$ cat src/rtl/id_stage.sv
// rtl/id_stage.sv - RV32 instruction-decode stage with load-use hazard detection and ID/EX register.
// Optional stall counter output enabled by ID_STALL_CNT_EN.
module id_stage #(
  parameter int XLEN = 32
) (
  input  logic            clk,
  input  logic            rst,
  input  logic            if_valid,
  input  logic [XLEN-1:0] if_pc,
  input  logic [31:0]     if_instr,
  output logic            id_ready,
  input  logic            ex_stall,
  input  logic            flush,
  output logic [4:0]      rs1_addr,
  output logic [4:0]      rs2_addr,
  input  logic [XLEN-1:0] rs1_rdata,
  input  logic [XLEN-1:0] rs2_rdata,
  input  logic            wb_load,
  input  logic [4:0]      wb_dest,
  input  logic [XLEN-1:0] wb_data,
  output logic            id_ex_valid,
  output logic [XLEN-1:0] id_ex_pc,
  output logic [4:0]      id_ex_rs1,
  output logic [4:0]      id_ex_rs2,
  output logic [XLEN-1:0] id_ex_rs1_data,
  output logic [XLEN-1:0] id_ex_rs2_data,
  output logic [XLEN-1:0] id_ex_imm,
  output logic [4:0]      id_ex_rd,
  output logic [6:0]      id_ex_opcode,
  output logic [2:0]      id_ex_funct3,
  output logic            id_ex_funct7b,
  output logic            id_ex_mem_read,
`ifdef ID_STALL_CNT_EN
  output logic [31:0]     stall_cnt,
`endif
  output logic            id_ex_reg_write
);

  localparam logic [6:0] OP_LOAD   = 7'b0000011;
  localparam logic [6:0] OP_OPIMM  = 7'b0010011;
  localparam logic [6:0] OP_AUIPC  = 7'b0010111;
  localparam logic [6:0] OP_STORE  = 7'b0100011;
  localparam logic [6:0] OP_OP     = 7'b0110011;
  localparam logic [6:0] OP_LUI    = 7'b0110111;
  localparam logic [6:0] OP_BRANCH = 7'b1100011;
  localparam logic [6:0] OP_JALR   = 7'b1100111;
  localparam logic [6:0] OP_JAL    = 7'b1101111;

  logic [6:0]      w_opcode;
  logic [4:0]      w_rd;
  logic [XLEN-1:0] w_imm;
  logic            w_writes;
  logic            w_uses_rs1;
  logic            w_uses_rs2;
  logic            w_hazard;

  logic            r_valid;
  logic [XLEN-1:0] r_pc;
  logic [4:0]      r_rs1;
  logic [4:0]      r_rs2;
  logic [XLEN-1:0] r_rs1_data;
  logic [XLEN-1:0] r_rs2_data;
  logic [XLEN-1:0] r_imm;
  logic [4:0]      r_rd;
  logic [6:0]      r_opcode;
  logic [2:0]      r_funct3;
  logic            r_funct7b;
  logic            r_mem_read;
  logic            r_reg_write;

  assign w_opcode = if_instr[6:0];
  assign w_rd     = if_instr[11:7];
  assign rs1_addr = if_instr[19:15];
  assign rs2_addr = if_instr[24:20];

  always_comb begin
    w_imm    = '0;
    w_writes = 1'b0;
    case (w_opcode)
      OP_LOAD, OP_OPIMM, OP_JALR: begin
        w_imm    = {{20{if_instr[31]}}, if_instr[31:20]};
        w_writes = 1'b1;
      end
      OP_STORE:  w_imm = {{20{if_instr[31]}}, if_instr[31:25], if_instr[11:7]};
      OP_BRANCH: w_imm = {{19{if_instr[31]}}, if_instr[31], if_instr[7],
                          if_instr[30:25], if_instr[11:8], 1'b0};
      OP_LUI, OP_AUIPC: begin
        w_imm    = {if_instr[31:12], 12'b0};
        w_writes = 1'b1;
      end
      OP_JAL: begin
        w_imm    = {{11{if_instr[31]}}, if_instr[31], if_instr[19:12],
                    if_instr[20], if_instr[30:21], 1'b0};
        w_writes = 1'b1;
      end
      OP_OP:   w_writes = 1'b1;
      default: w_writes = 1'b0;
    endcase
  end

  assign w_uses_rs1 = (w_opcode != OP_LUI) && (w_opcode != OP_AUIPC) && (w_opcode != OP_JAL);
  assign w_uses_rs2 = (w_opcode == OP_OP) || (w_opcode == OP_STORE) || (w_opcode == OP_BRANCH);

  // Only a load sitting in ID/EX can create a hazard; ALU results are forwarded downstream.
  assign w_hazard = if_valid && r_valid && r_mem_read && (r_rd != 5'd0) &&
                    ((w_uses_rs1 && (r_rd == rs1_addr)) || (w_uses_rs2 && (r_rd == rs2_addr)));

  assign id_ready = !ex_stall && !w_hazard;

  always_ff @(posedge clk or posedge rst) begin
    if (rst) begin
      r_valid     <= 1'b0;
      r_pc        <= '0;
      r_rs1       <= '0;
      r_rs2       <= '0;
      r_rs1_data  <= '0;
      r_rs2_data  <= '0;
      r_imm       <= '0;
      r_rd        <= '0;
      r_opcode    <= '0;
      r_funct3    <= '0;
      r_funct7b   <= 1'b0;
      r_mem_read  <= 1'b0;
      r_reg_write <= 1'b0;
    end else if (flush) begin
      r_valid     <= 1'b0;
      r_mem_read  <= 1'b0;
      r_reg_write <= 1'b0;
    end else if (ex_stall) begin
      // Held operands must track writebacks that land while EX is stalled.
      if (r_valid && wb_load && (wb_dest != 5'd0) && (wb_dest == r_rs1))
        r_rs1_data <= wb_data;
      if (r_valid && wb_load && (wb_dest != 5'd0) && (wb_dest == r_rs2))
        r_rs2_data <= wb_data;
    end else if (if_valid && !w_hazard) begin
      r_valid     <= 1'b1;
      r_pc        <= if_pc;
      r_rs1       <= rs1_addr;
      r_rs2       <= rs2_addr;
      r_rs1_data  <= rs1_rdata;
      r_rs2_data  <= rs2_rdata;
      r_imm       <= w_imm;
      r_rd        <= w_rd;
      r_opcode    <= w_opcode;
      r_funct3    <= if_instr[14:12];
      r_funct7b   <= if_instr[30];
      r_mem_read  <= (w_opcode == OP_LOAD);
      r_reg_write <= w_writes && (w_rd != 5'd0);
    end else begin
      r_valid     <= 1'b0;
      r_mem_read  <= 1'b0;
      r_reg_write <= 1'b0;
    end
  end

`ifdef ID_STALL_CNT_EN
  logic [31:0] r_stall_cnt;

  always_ff @(posedge clk or posedge rst) begin
    if (rst)
      r_stall_cnt <= '0;
    else if (if_valid && !id_ready && !flush && (r_stall_cnt != 32'hFFFF_FFFF))
      r_stall_cnt <= r_stall_cnt + 32'd1;
  end

  assign stall_cnt = r_stall_cnt;
`endif

  assign id_ex_valid     = r_valid;
  assign id_ex_pc        = r_pc;
  assign id_ex_rs1       = r_rs1;
  assign id_ex_rs2       = r_rs2;
  assign id_ex_rs1_data  = r_rs1_data;
  assign id_ex_rs2_data  = r_rs2_data;
  assign id_ex_imm       = r_imm;
  assign id_ex_rd        = r_rd;
  assign id_ex_opcode    = r_opcode;
  assign id_ex_funct3    = r_funct3;
  assign id_ex_funct7b   = r_funct7b;
  assign id_ex_mem_read  = r_mem_read;
  assign id_ex_reg_write = r_reg_write;

endmodule

$ cat config.mk
export PLATFORM = sky130hd
export DESIGN_NAME = id_stage
export DESIGN_NICKNAME = d
export VERILOG_FILES = /design/src/rtl/id_stage.sv
export SDC_FILE = /design/constraint.sdc
export NUM_CORES = 1
export LEC_CHECK = 0
export BUFFER_PORTS_ARGS = -buffer_cell sky130_fd_sc_hd__buf_2
export CAP_MARGIN = 10
export CELL_PAD_IN_SITES_DETAIL_PLACEMENT = 1
export CELL_PAD_IN_SITES_GLOBAL_PLACEMENT = 1
export CORE_MARGIN = 1
export CORE_UTILIZATION = 35
export CTS_CLUSTER_SIZE = 8
export DETAILED_ROUTE_END_ITERATION = 8
export PLACE_DENSITY = 0.91
export SYNTH_ARGS = -nofsm -noshare
export SYNTH_HDL_FRONTEND = slang
export SYNTH_SLANG_ARGS = --single-unit
$ cat constraint.sdc
create_clock -name clk -period 5.69 [get_ports clk]
set_input_delay 0.569 -clock clk [delete_from_list [all_inputs] [get_ports clk]]
set_output_delay 0.569 -clock clk [all_outputs]
set_load 0.005 [all_outputs]
## Yosys cells after proc, flatten, opt, wreduce, memory -nomap -nowiden

Cells that the tools add are included.

| operators by class | value |
|---|---|
| add/subtract/negate cells | 0 |
| $mul | 0 |
| div/mod/pow operators | 0 |
| order comparisons | 0 |
| equal/unequal tests | 19 |
| shift operators | 0 |
| mux-type cells | 17 |
| bitwise gates (word level) | 2 |
| reduce and logical (&&, ||, !) cells | 30 |

Operators by type and width:

| kind | number |
|---|---|
| 2-to-1 mux 32 bit | 6 |
| case mux 32 bit (5 select lines) | 1 |
| equality test 7 x 6 -> 1 bit, second input constant | 3 |
| equality test 7 bit, second input constant | 3 |
| equality test 5 bit | 4 |
| logical AND 1 bit | 15 |
| nonzero test 5 bit | 3 |
| equality test 7 x 5 -> 1 bit, second input constant | 2 |
| 2-to-1 mux 1 bit | 10 |
| AND reduction 3 bit | 3 |
| equality test 7 x 2 -> 1 bit, second input constant | 1 |
| inequality test 7 x 5 -> 1 bit, second input constant | 1 |
| inequality test 7 x 6 -> 1 bit, second input constant | 1 |
| inequality test 7 bit, second input constant | 1 |
| OR reduction 7 bit | 1 |
| inequality test 2 x 1 -> 1 bit, second input constant | 3 |
| logical OR 1 bit | 3 |
| OR reduction 3 bit | 1 |
| logical NOT 1 bit | 2 |
| inverter 1 bit | 2 |
| nonzero test 2 bit | 1 |
| OR reduction 2 bit | 1 |

| storage, ports and cells | value |
|---|---|
| register bits after elaboration | 157 |
| latch bits | 0 |
| bits in writable memories | 0 |
| memory bits (read-only) | 0 |
| logic and storage cells | 81 |
| memories | 0 |

## Logic depth before layout (Yosys ltp)

Gate-level depths: netlist of run 1.

| depth | value |
|---|---|
| depth in word-level cells | 11 |
| mapped depth | 9 |
| mapped depth without buffers | 6 |

## Worst setup path before layout of run 1

No wires, ideal clock.

| timing | value |
|---|---|
| kind | in2reg |
| start | input port if_instr[3] |
| end | register r_rs1_data[0] (netlist: id_ex_rs1_data[0]) |
| setup time | 128 ps |
| arrival time | 2410 ps |
| slack | 3152 ps |
| cell stages on the path | 6 |
| buffers on the path | 1 |
| path through | nand4bb_1 > o41ai_1 > a211oi_4 > a41oi_1 > buf_2 > mux2_1 |

| on the way | value |
|---|---|
| longest elaborated chain between the ends | 10 |
| elaborated cells between the ends (all ways) | 18 |
| those cells by class | eq/ne (6); reduce/logical (12) |

Ends and longest elaborated chain:

| element | RTL line | source |
|---|---|---|
| start: declaration | 10 | `input logic [31:0] if_instr,` |
| inequality test 7 x 6 -> 1 bit (tied with other cells) | 101 | `assign w_uses_rs1 = (w_opcode != OP_LUI) && (w_opcode != OP_AUIPC) && (w_opcode != OP_JAL);` |
| logical AND 1 bit / logical OR 1 bit (equally long branches) (2 in a row) | 101, 102 |  |
| logical AND 1 bit | 106 | `((w_uses_rs1 && (r_rd == rs1_addr)) \|\| (w_uses_rs2 && (r_rd == rs2_addr)));` |
| logical OR 1 bit (*) | 106 |  |
| logical AND 1 bit (*) | 105 | `assign w_hazard = if_valid && r_valid && r_mem_read && (r_rd != 5'd0) &&` |
| logical NOT 1 bit (*) | 135 | `end else if (if_valid && !w_hazard) begin` |
| logical AND 1 bit (*) | 135 |  |
| nonzero test 2 bit (no line) (*) | - |  |
| AND reduction 3 bit (no line) (*) | - |  |
| end signal: assignment | 132 | `r_rs1_data <= wb_data;` |
| end signal: assignment | 140 | `r_rs1_data <= rs1_rdata;` |
| end: declaration | 61 | `logic [XLEN-1:0] r_rs1_data;` |

Mark *: on every way between the ends. The rest lies on a longest branch, timed or not.
A chain may end at the register's enable or synchronous reset.

## Worst setup path after layout of run 1

| timing | value |
|---|---|
| start | register r_rd[1] (netlist: id_ex_rd[1]) |
| end | register r_rs1_data[16] (netlist: id_ex_rs1_data[16]) |

| on the way | value |
|---|---|
| longest elaborated chain between the ends | 8 |
| elaborated cells between the ends (all ways) | 12 |
| those cells by class | eq/ne (2); reduce/logical (10) |

Ends and longest elaborated chain:

| element | RTL line | source |
|---|---|---|
| start: declaration | 64 | `logic [4:0] r_rd;` |
| start signal: assignment | 143 | `r_rd <= w_rd;` |
| equality test 5 bit | 106 |  |
| logical AND 1 bit | 106 |  |
| logical OR 1 bit | 106 |  |
| logical AND 1 bit (*) | 105 |  |
| logical NOT 1 bit (*) | 135 |  |
| logical AND 1 bit (*) | 135 |  |
| nonzero test 2 bit (no line) (*) | - |  |
| AND reduction 3 bit (no line) (*) | - |  |

Marked as above.

==> results of run 1 <==
## worst paths after layout
kind,startpoint,to,slack (ps),cells past startpoint
min in group clk,if_pc[12],id_ex_pc[12]$_DFFE_PP0P_,380,2
worst min register to register,id_ex_rs2_data[9]$_DFFE_PP0P_,id_ex_rs2_data[9]$_DFFE_PP0P_,480,1
max in group asynchronous,rst,id_ex_rs2_data[0]$_DFFE_PP0P_,3920,3
worst max register to register,id_ex_rd[1]$_DFFE_PP0P_,id_ex_rs1_data[16]$_DFFE_PP0P_,2400,8
worst min-delay path,rst,id_ex_pc[29]$_DFFE_PP0P_,290,2
worst max-delay path,id_ex_rd[1]$_DFFE_PP0P_,id_ex_rs1_data[16]$_DFFE_PP0P_,2400,8
## worst max-delay path, cell delays in order (launching register included)
cell       delay (ps)
dfrtp_1           440
or4_1             570
o2111ai_1         280
nor4_1            150
a211oi_4          370
buf_12            430
a41oi_4            50
buf_4             310
mux2_1            390
## synth_stat cells, types with 2 or more instances
cell,instances
buf_4,10
clkbuf_1,16
nor4_1,3
and2_1,2
xor2_1,8
a41oi_1,2
a22o_1,2
o21ai_0,74
nor3_1,4
a22oi_1,4
a21oi_1,49
mux2_2,62
a21o_1,2
inv_1,75
nor2_1,32
mux2_1,60
dfrtp_1,157
xnor2_1,12
buf_2,14
nand3_1,10
nand2b_1,2
nand2_1,39
buf_1,2
## routing by layer
layer	global-route usage, %	vias up	share of wire [%]
li1	-	2852	-
met1	27.8	3023	41
met2	40.5	250	51
met3	5.63	23	6.1
met4	6.11	0	1.3
met5	0	-	0
## cells by family (layout without fill, tap and decap cells)
kind of cell | after synthesis | after routing | share of synthesized area [%]
and+or+nand+nor | 97 | 97 | 5.86
AOI/OAI and AO/OA | 142 | 142 | 10.9
muxes | 122 | 122 | 19.2
DFF | 157 | 157 | 54.8
xor gates and xnor gates | 20 | 20 | 2.44
other | 0 | 2 | 0
buffers and inverters | 117 | 449 | 6.89
## power groups by stage
stage	combinational, µW	clock (µW)	sequential, µW
2_1_floorplan	274	0	1470
5_1_grt	734	1240	1470
3_3_place_gp	645	0	1450
3_5_place_dp	678	0	1470
6_report	666	1170	1450
4_1_cts	680	1200	1450
## registers in the layout, summed over array words and instances (netlist names)
signal	cells
id_ex_opcode	7
id_ex_mem_read	1
id_ex_rs2_data	32
id_ex_imm	32
id_ex_rd	5
id_ex_funct7b	1
id_ex_funct3	3
id_ex_rs1_data	32
id_ex_rs2	5
id_ex_valid	1
id_ex_reg_write	1
id_ex_pc	32
id_ex_rs1	5
## stage by stage
stage          hold WS, ps  instances  power (µW)
4_1_cts                341       1257        3330
6_report               286       1259        3280
3_3_place_gp           468       1226        2100
5_1_grt                361       1259        3450
2_1_floorplan          489        655        1740
3_5_place_dp           475       1226        2150
## area by class of cell
cell class              count  area [µm²]
fillers                  2338       10500
well taps                 270         338
flip-flops and latches    157        3930
clock inverters            13         154
multi-input cells         381        2790
diodes                      2        5.00
clock buffers              18         439
repair buffers            343        1740
inverters                  75         287
==> flow_summary.json, run 1 <==
{
  "status": "complete, no violations",
  "grt_setup_unrepaired": "false",
  "cellInternalPower_uw": 2340,
  "drv_cap": 0,
  "clk_pin_slew_ps": 70,
  "ctsHoldBuffers": 0,
  "drc": 0,
  "synth_top_area_share_pct": 54.8,
  "cts_buffer_depth": 2,
  "end_kind": "register",
  "worstPathMaxFanout": 126,
  "hold_class": "in2async",
  "pin_count": 339,
  "routed_wl_mm": 23.5,
  "slew-limit-headroom_pct": 40.6,
  "clkPwrFrac_pct": 35.6,
  "drive_above_1_share_pct": 44.7,
  "synth_area_um2": 7170,
  "synthesis.nets": 826,
  "hold_violations": 0,
  "die_area_um2": 21100,
  "first_global_vias": 6695,
  "worst_slack_ps": 2400,
  "critPathLaunchType": "register",
  "post_cts_buffers": 0,
  "yosys.area.top_type": "dfrtp_1",
  "clock-sinks": 157,
  "fin_nets": 1146,
  "stdcell_area_um2": 9680,
  "dp_slack_ps": 2220,
  "power_switching_uw": 945,
  "dr.first_iter.drc_count": 188,
  "vias_per_cell": 4.88,
  "num_vias": 6148,
  "wl_per_cell_um": 18.7,
  "swShare_pct": 28.8,
  "ys_top_cells_by_area": "dfrtp_1 55%, mux2_2 9.7%, mux2_1 9.4%",
  "ys_ff_latch": 157,
  "worstSkewPairLatency_ps": 420,
  "synthArstFlopShare_pct": 100,
  "worst_pin_slew_ps": 891,
  "grt_pass1_wl_mm": 37.7,
  "grt_overflow": 0,
  "antenna_found_initial": 2,
  "yosys_warnings": 0,
  "die_w_um": 145,
  "cts_made_buffers": 17,
  "cts_root_buffer": "clkbuf_16",
  "finalCritPeriodShare_pct": 57.8,
  "routabilityCongestion": 0.840,
  "pwr-share-comb_pct": 20.3,
  "synth_sequential_area_ratio_pct": 54.8,
  "synth-main-ff-cell": "dfrtp_1",
  "tns_ps": 0,
  "power_frac_seq_pct": 44.1,
  "dr.pass1.iters": 4,
  "cts_tree": "built",
  "vdd_ir_drop_max_mv": 0.196,
  "p_leak_uw": 0.00490,
  "placed_area_um2": 9080,
  "die_h_um": 145,
  "fp.coreArea_um2": 20200,
  "grt_max_degree": 127,
  "cts_resized": 0,
  "ant_nets": 0,
  "min_period_ps": 3290,
  "skew_ps": 14.3,
  "cp.arrival_ps": 3580,
  "htree_levels": 4,
  "syn_area_per_cell_um2": 11.0,
  "areaGrowthSynthToFinish_pct": 35.0,
  "layout_common_cells": "338 x buf_2, 157 x dfrtp_1, 74 x inv_1, 74 x o21ai_0, 62 x mux2_2",
  "powerDensity_nw_per_um2": 339,
  "fin_util_pct": 48.0,
  "rows": 52,
  "port_buffers": 338,
  "netlist_instances": 655,
  "fmax_mhz": 304,
  "critPathRequiredTime_ps": 5980,
  "path_class": "reg2reg",
  "synth_edf_count": 0,
  "final_common_cell": "buf_2",
  "slew_viol_final": 0,
  "track_usage_pct": 22.9,
  "synth.distinct_cells": 37,
  "setup_viol": 0,
  "dp_hpwl_mm": 17.8,
  "start_util_pct": 35.6
}
Power figures use the tool's default switching activity.
==> inputs of run 2 (changes only) <==
==> constraint.sdc (replaced) <==
create_clock -name clk -period 3.2 [get_ports clk]
set_input_delay 0.32 -clock clk [delete_from_list [all_inputs] [get_ports clk]]
set_output_delay 0.32 -clock clk [all_outputs]
set_load 0.005 [all_outputs]
==> flow_summary.json, run 2 (same netlist as run 1, synthesis figures left out) <==
{
  "skew_ps": 8.64,
  "antenna_found_initial": 2,
  "ant_nets": 0,
  "dr.pass1.iters": 4,
  "grt_max_degree": 93,
  "path_class": "reg2reg",
  "vias_per_cell": 4.91,
  "drc": 0,
  "start_util_pct": 35.6,
  "p_leak_uw": 0.00496,
  "grt_overflow": 0,
  "clk_pin_slew_ps": 70,
  "status": "complete, no violations",
  "cts_made_buffers": 17,
  "cp.buffers_inverters": 1,
  "tns_ps": 0,
  "hold_class": "in2async",
  "finalCritPeriodShare_pct": 88.8,
  "hold_violations": 0,
  "routed_wl_mm": 23.9,
  "cts_tree": "built",
  "rows": 52,
  "worstSkewPairLatency_ps": 420,
  "cp_slowest_cell": "or4_1",
  "slew-limit-headroom_pct": 32.1,
  "slew_viol_final": 0,
  "crit_family": "compound AO/OA/AOI/OAI gates",
  "vdd_ir_drop_max_mv": 0.376,
  "cts_root_buffer": "clkbuf_16",
  "grt_pass1_wl_mm": 38.5,
  "min_period_ps": 2840,
  "dp_hpwl_mm": 18.3,
  "n_fill_cell": 2308,
  "areaGrowthSynthToFinish_pct": 36.4,
  "drive_above_1_share_pct": 45.1,
  "fp.coreArea_um2": 20200,
  "first_global_vias": 6906,
  "worst_pin_slew_ps": 1020,
  "critPathLaunchType": "register",
  "powerDensity_nw_per_um2": 595,
  "multi_input_area_um2": 2790,
  "post_cts_buffers": 0,
  "fmax_mhz": 352,
  "layout_common_cells": "338 x buf_2, 157 x dfrtp_1, 74 x inv_1, 74 x o21ai_0, 62 x mux2_2",
  "die_w_um": 145,
  "htree_levels": 4,
  "max_stage_delay_ps": 540,
  "final_common_cell": "buf_2",
  "clock-sinks": 157,
  "end_kind": "register",
  "die_area_um2": 21100,
  "hold_slack_ps": 124,
  "fin_nets": 1152,
  "die_h_um": 145,
  "critPathRequiredTime_ps": 3500,
  "ctsHoldBuffers": 0,
  "stdcell_area_um2": 9780,
  "wl_per_cell_um": 18.9,
  "cts_resized": 0,
  "cts_buffer_depth": 2,
  "track_usage_pct": 23.6,
  "cp.arrival_ps": 3140,
  "dr.first_iter.drc_count": 194,
  "grt_setup_unrepaired": "false",
  "routabilityCongestion": 0.829,
  "port_buffers": 338,
  "worstPathMaxFanout": 86,
  "path_cells": "or4_1, o2111ai_1, nor4_1, a211oi_4, buf_12, mux2_2",
  "drv_cap": 0,
  "setup_viol": 0,
  "power_uw": 5820,
  "placed_area_um2": 9190,
  "num_vias": 6214,
  "seq_area_um2": 3930,
  "pin_count": 339
}
[run 2: worst paths after layout]
kind / endpoint / cells past startpoint / slack (ps) / start
max: id_ex_rd[3]$_DFFE_PP0P_ / 6 / 360 / id_ex_rd[1]$_DFFE_PP0P_
min: id_ex_opcode[0]$_DFFE_PP0P_ / 2 / 120 / rst
max reg2reg: id_ex_rd[3]$_DFFE_PP0P_ / 6 / 360 / id_ex_rd[1]$_DFFE_PP0P_
min reg2reg: id_ex_rs1_data[19]$_DFFE_PP0P_ / 1 / 490 / id_ex_rs1_data[19]$_DFFE_PP0P_
max in group asynchronous: id_ex_rs2_data[1]$_DFFE_PP0P_ / 3 / 2230 / rst
min in group clk: id_ex_pc[3]$_DFFE_PP0P_ / 2 / 130 / if_pc[3]
[run 2: through the flow]
stage / util (%) / std cells / setup slack, ps
5_1_grt: 48.5 / 1266 / 242
4_1_cts: 48.5 / 1264 / 373
2_1_floorplan: - / 655 / 747
6_report: 48.5 / 1266 / 358
3_3_place_gp: 45.6 / 1232 / 457
3_5_place_dp: 45.6 / 1232 / 374
[run 2: worst reg2reg max path, delay by kind of cell (launching register included)]
family	cells	cell delay, ps
compound gates	2	770
mux	1	450
flops	1	430
simple gates	2	690
buf+inv	1	370
[run 2: per-layer routing]
| metal | part of all wire, % | vias to the layer above | track usage, % | routed length, µm |
|---|---|---|---|---|
| met5 | 0 | - | 0 | 0 |
| met3 | 6.4 | 31 | 5.60 | 1540 |
| met4 | 2.2 | 0 | 9.05 | 515 |
| li1 | - | 2844 | - | - |
| met2 | 52 | 267 | 41.7 | 12300 |
| met1 | 40 | 3072 | 27.8 | 9530 |
[run 2: where the power goes]
part | switching [µW] | internal, µW
Sequential | 226 | 2350
Clock | 914 | 1130
Combinational | 573 | 627
Total | 1710 | 4100
[run 2: final cells by class]
class,count,area share [%]
Sequential cell,157,40.2
Multi-Input combinational cell,381,28.5
Antenna cell,2,0.0512
Clock buffer,18,4.49
Tap cell,270,3.45
Inverter,75,2.92
Clock inverter,14,1.52
Timing Repair Buffer,349,18.9
==> inputs of run 3 (changes only) <==
--- a/config.mk
+++ b/config.mk
@@ -13,6 +13,7 @@
 export CORE_UTILIZATION = 35
 export CTS_CLUSTER_SIZE = 8
 export DETAILED_ROUTE_END_ITERATION = 8
+export GPL_TIMING_DRIVEN = 0
 export PLACE_DENSITY = 0.91
 export SYNTH_ARGS = -nofsm -noshare
 export SYNTH_HDL_FRONTEND = slang
==> flow_summary.json, run 3 (same netlist as run 1, synthesis figures left out) <==
{
  "status": "complete, no violations",
  "ctsHoldBuffers": 0,
  "cp.arrival_ps": 3340,
  "routed_wl_mm": 26.3,
  "grt_overflow": 0,
  "path_cells": "or4_1, o2111ai_1, nor4_2, a211oi_4, buf_4, a41oi_2, buf_2, mux2_1",
  "pin_count": 339,
  "clock-sinks": 157,
  "power_switching_uw": 1660,
  "clkPwrFrac_pct": 35.0,
  "fmax_mhz": 327,
  "htree_levels": 4,
  "die_h_um": 145,
  "pwr-share-comb_pct": 21.0,
  "slew-limit-headroom_pct": 39.1,
  "worst_slack_ps": 141,
  "power_frac_seq_pct": 44.0,
  "stdcell_area_um2": 9900,
  "die_area_um2": 21100,
  "first_global_vias": 7171,
  "max_stage_delay_ps": 580,
  "wl_per_cell_um": 20.3,
  "instances_no_fill": 1299,
  "vdd_ir_drop_max_mv": 0.341,
  "powerDensity_nw_per_um2": 592,
  "antenna_found_initial": 2,
  "track_usage_pct": 25.4,
  "p_leak_uw": 0.00503,
  "grt_pass1_wl_mm": 40.9,
  "grt_max_degree": 42,
  "swShare_pct": 28.4,
  "cts_buffer_depth": 2,
  "layout_common_cells": "351 x buf_2, 157 x dfrtp_1, 74 x inv_1, 74 x o21ai_0, 62 x mux2_2",
  "skew_ps": 8.94,
  "drv_cap": 0,
  "port_buffers": 338,
  "vias_per_cell": 5.02,
  "min_period_ps": 3060,
  "grt_setup_unrepaired": "false",
  "clk_pin_slew_ps": 60,
  "critPathLaunchType": "register",
  "fin_nets": 1189,
  "areaGrowthSynthToFinish_pct": 38.0,
  "hold_violations": 0,
  "dr.pass1.iters": 5,
  "path_class": "reg2reg",
  "finalCritPeriodShare_pct": 95.6,
  "cts_tree": "built",
  "placed_area_um2": 9270,
  "dp_cells": 1266,
  "critPathRequiredTime_ps": 3480,
  "tns_ps": 0,
  "worstSkewPairLatency_ps": 410,
  "rows": 52,
  "ant_nets": 0,
  "cts_root_buffer": "clkbuf_16",
  "cellInternalPower_uw": 4200,
  "routabilityCongestion": 0.867,
  "cp_slowest_cell": "or4_1",
  "start_util_pct": 35.6,
  "num_vias": 6522,
  "cts_made_buffers": 17,
  "dr.first_iter.drc_count": 271,
  "dp_slack_ps": -201,
  "hold_class": "in2async",
  "drc": 0,
  "final_common_cell": "buf_2",
  "dp_hpwl_mm": 20.5,
  "drive_above_1_share_pct": 45.5,
  "fp.coreArea_um2": 20200,
  "setup_viol": 0,
  "slew_viol_final": 0,
  "worst_pin_slew_ps": 912,
  "worstPathMaxFanout": 10,
  "die_w_um": 145,
  "end_kind": "register"
}
run 3: cell types whose count changed in the layout (fill, tap and decap cells not counted), moves of 2 or more:
cell        delta
a41oi_2        +2
a41oi_4        -2
buf_12         -3
buf_2         +13
buf_4          +9
bufinv_16      +2
clkbuf_1      +15
clkbuf_2       +2
clkinv_4       -2
clkinvlp_4     +3
inv_6          -3
inv_8          -4
run 3: worst paths after layout:
check / start / end / slack [ps] / cells after the start
setup / recovery: id_ex_rd[1]$_DFFE_PP0P_ / id_ex_rs1_data[26]$_DFFE_PP0P_ / 140 / 8
hold reg to reg: id_ex_rs1_data[28]$_DFFE_PP0P_ / id_ex_rs1_data[28]$_DFFE_PP0P_ / 490 / 1
hold / removal: rst / id_ex_rs1_data[11]$_DFFE_PP0P_ / 90 / 2
max in group asynchronous: rst / id_ex_rs2_data[1]$_DFFE_PP0P_ / 2390 / 3
setup reg to reg: id_ex_rd[1]$_DFFE_PP0P_ / id_ex_rs1_data[26]$_DFFE_PP0P_ / 140 / 8
min in group clk: if_pc[5] / id_ex_pc[5]$_DFFE_PP0P_ / 130 / 2
run 3: timing repair:
action,4_1_cts,5_1_grt
resized for setup,4,3
setup buffers,3,0
endpoints found under the setup margin,90,30
pin swaps,1,0
run 3: critical path, delay by kind of cell, from the launching register on:
kind / cells / cell delay [ps]
buf+inv: 2 / 520
compound gates: 3 / 860
simple gates: 2 / 720
flops: 1 / 450
mux: 1 / 380
run 3: cell type report:
class                           instances  area [µm²]
Antenna cell                            2        5.00
Buffer                                 42         218
Clock buffer                           17         425
Clock inverter                         11         148
Fill cell                            2353       10300
Inverter                               75         285
Multi-Input combinational cell        381        2780
Sequential cell                       157        3930
Tap cell                              270         338
Timing Repair Buffer                  344        1770
run 3: metal layers:
layer	GRT usage, %	wire length, µm	vias up
met5	0	0	-
met4	8.74	524	0
met3	6.38	1760	33
met2	45.7	13800	300
met1	29.1	10200	3271
li1	-	-	2918
run 3: per-stage QoR:
stage / power [µW] / hold slack (ps) / util (%)
floorplan: 3100 / 459 / -
global placement: 3750 / 468 / 45.6
detailed placement: 3850 / 478 / 45.9
CTS: 5930 / 102 / 49.0
global route: 6150 / 110 / 49.1
finish: 5860 / 93.8 / 49.1
run 3: power groups by stage:
stage / logic, µW / clock network, µW / registers [µW]
after floorplan: 488 / 0 / 2610
after global placement: 1170 / 0 / 2580
after detailed placement: 1240 / 0 / 2610
after CTS: 1250 / 2100 / 2580
after global routing: 1350 / 2180 / 2620
final: 1230 / 2050 / 2580
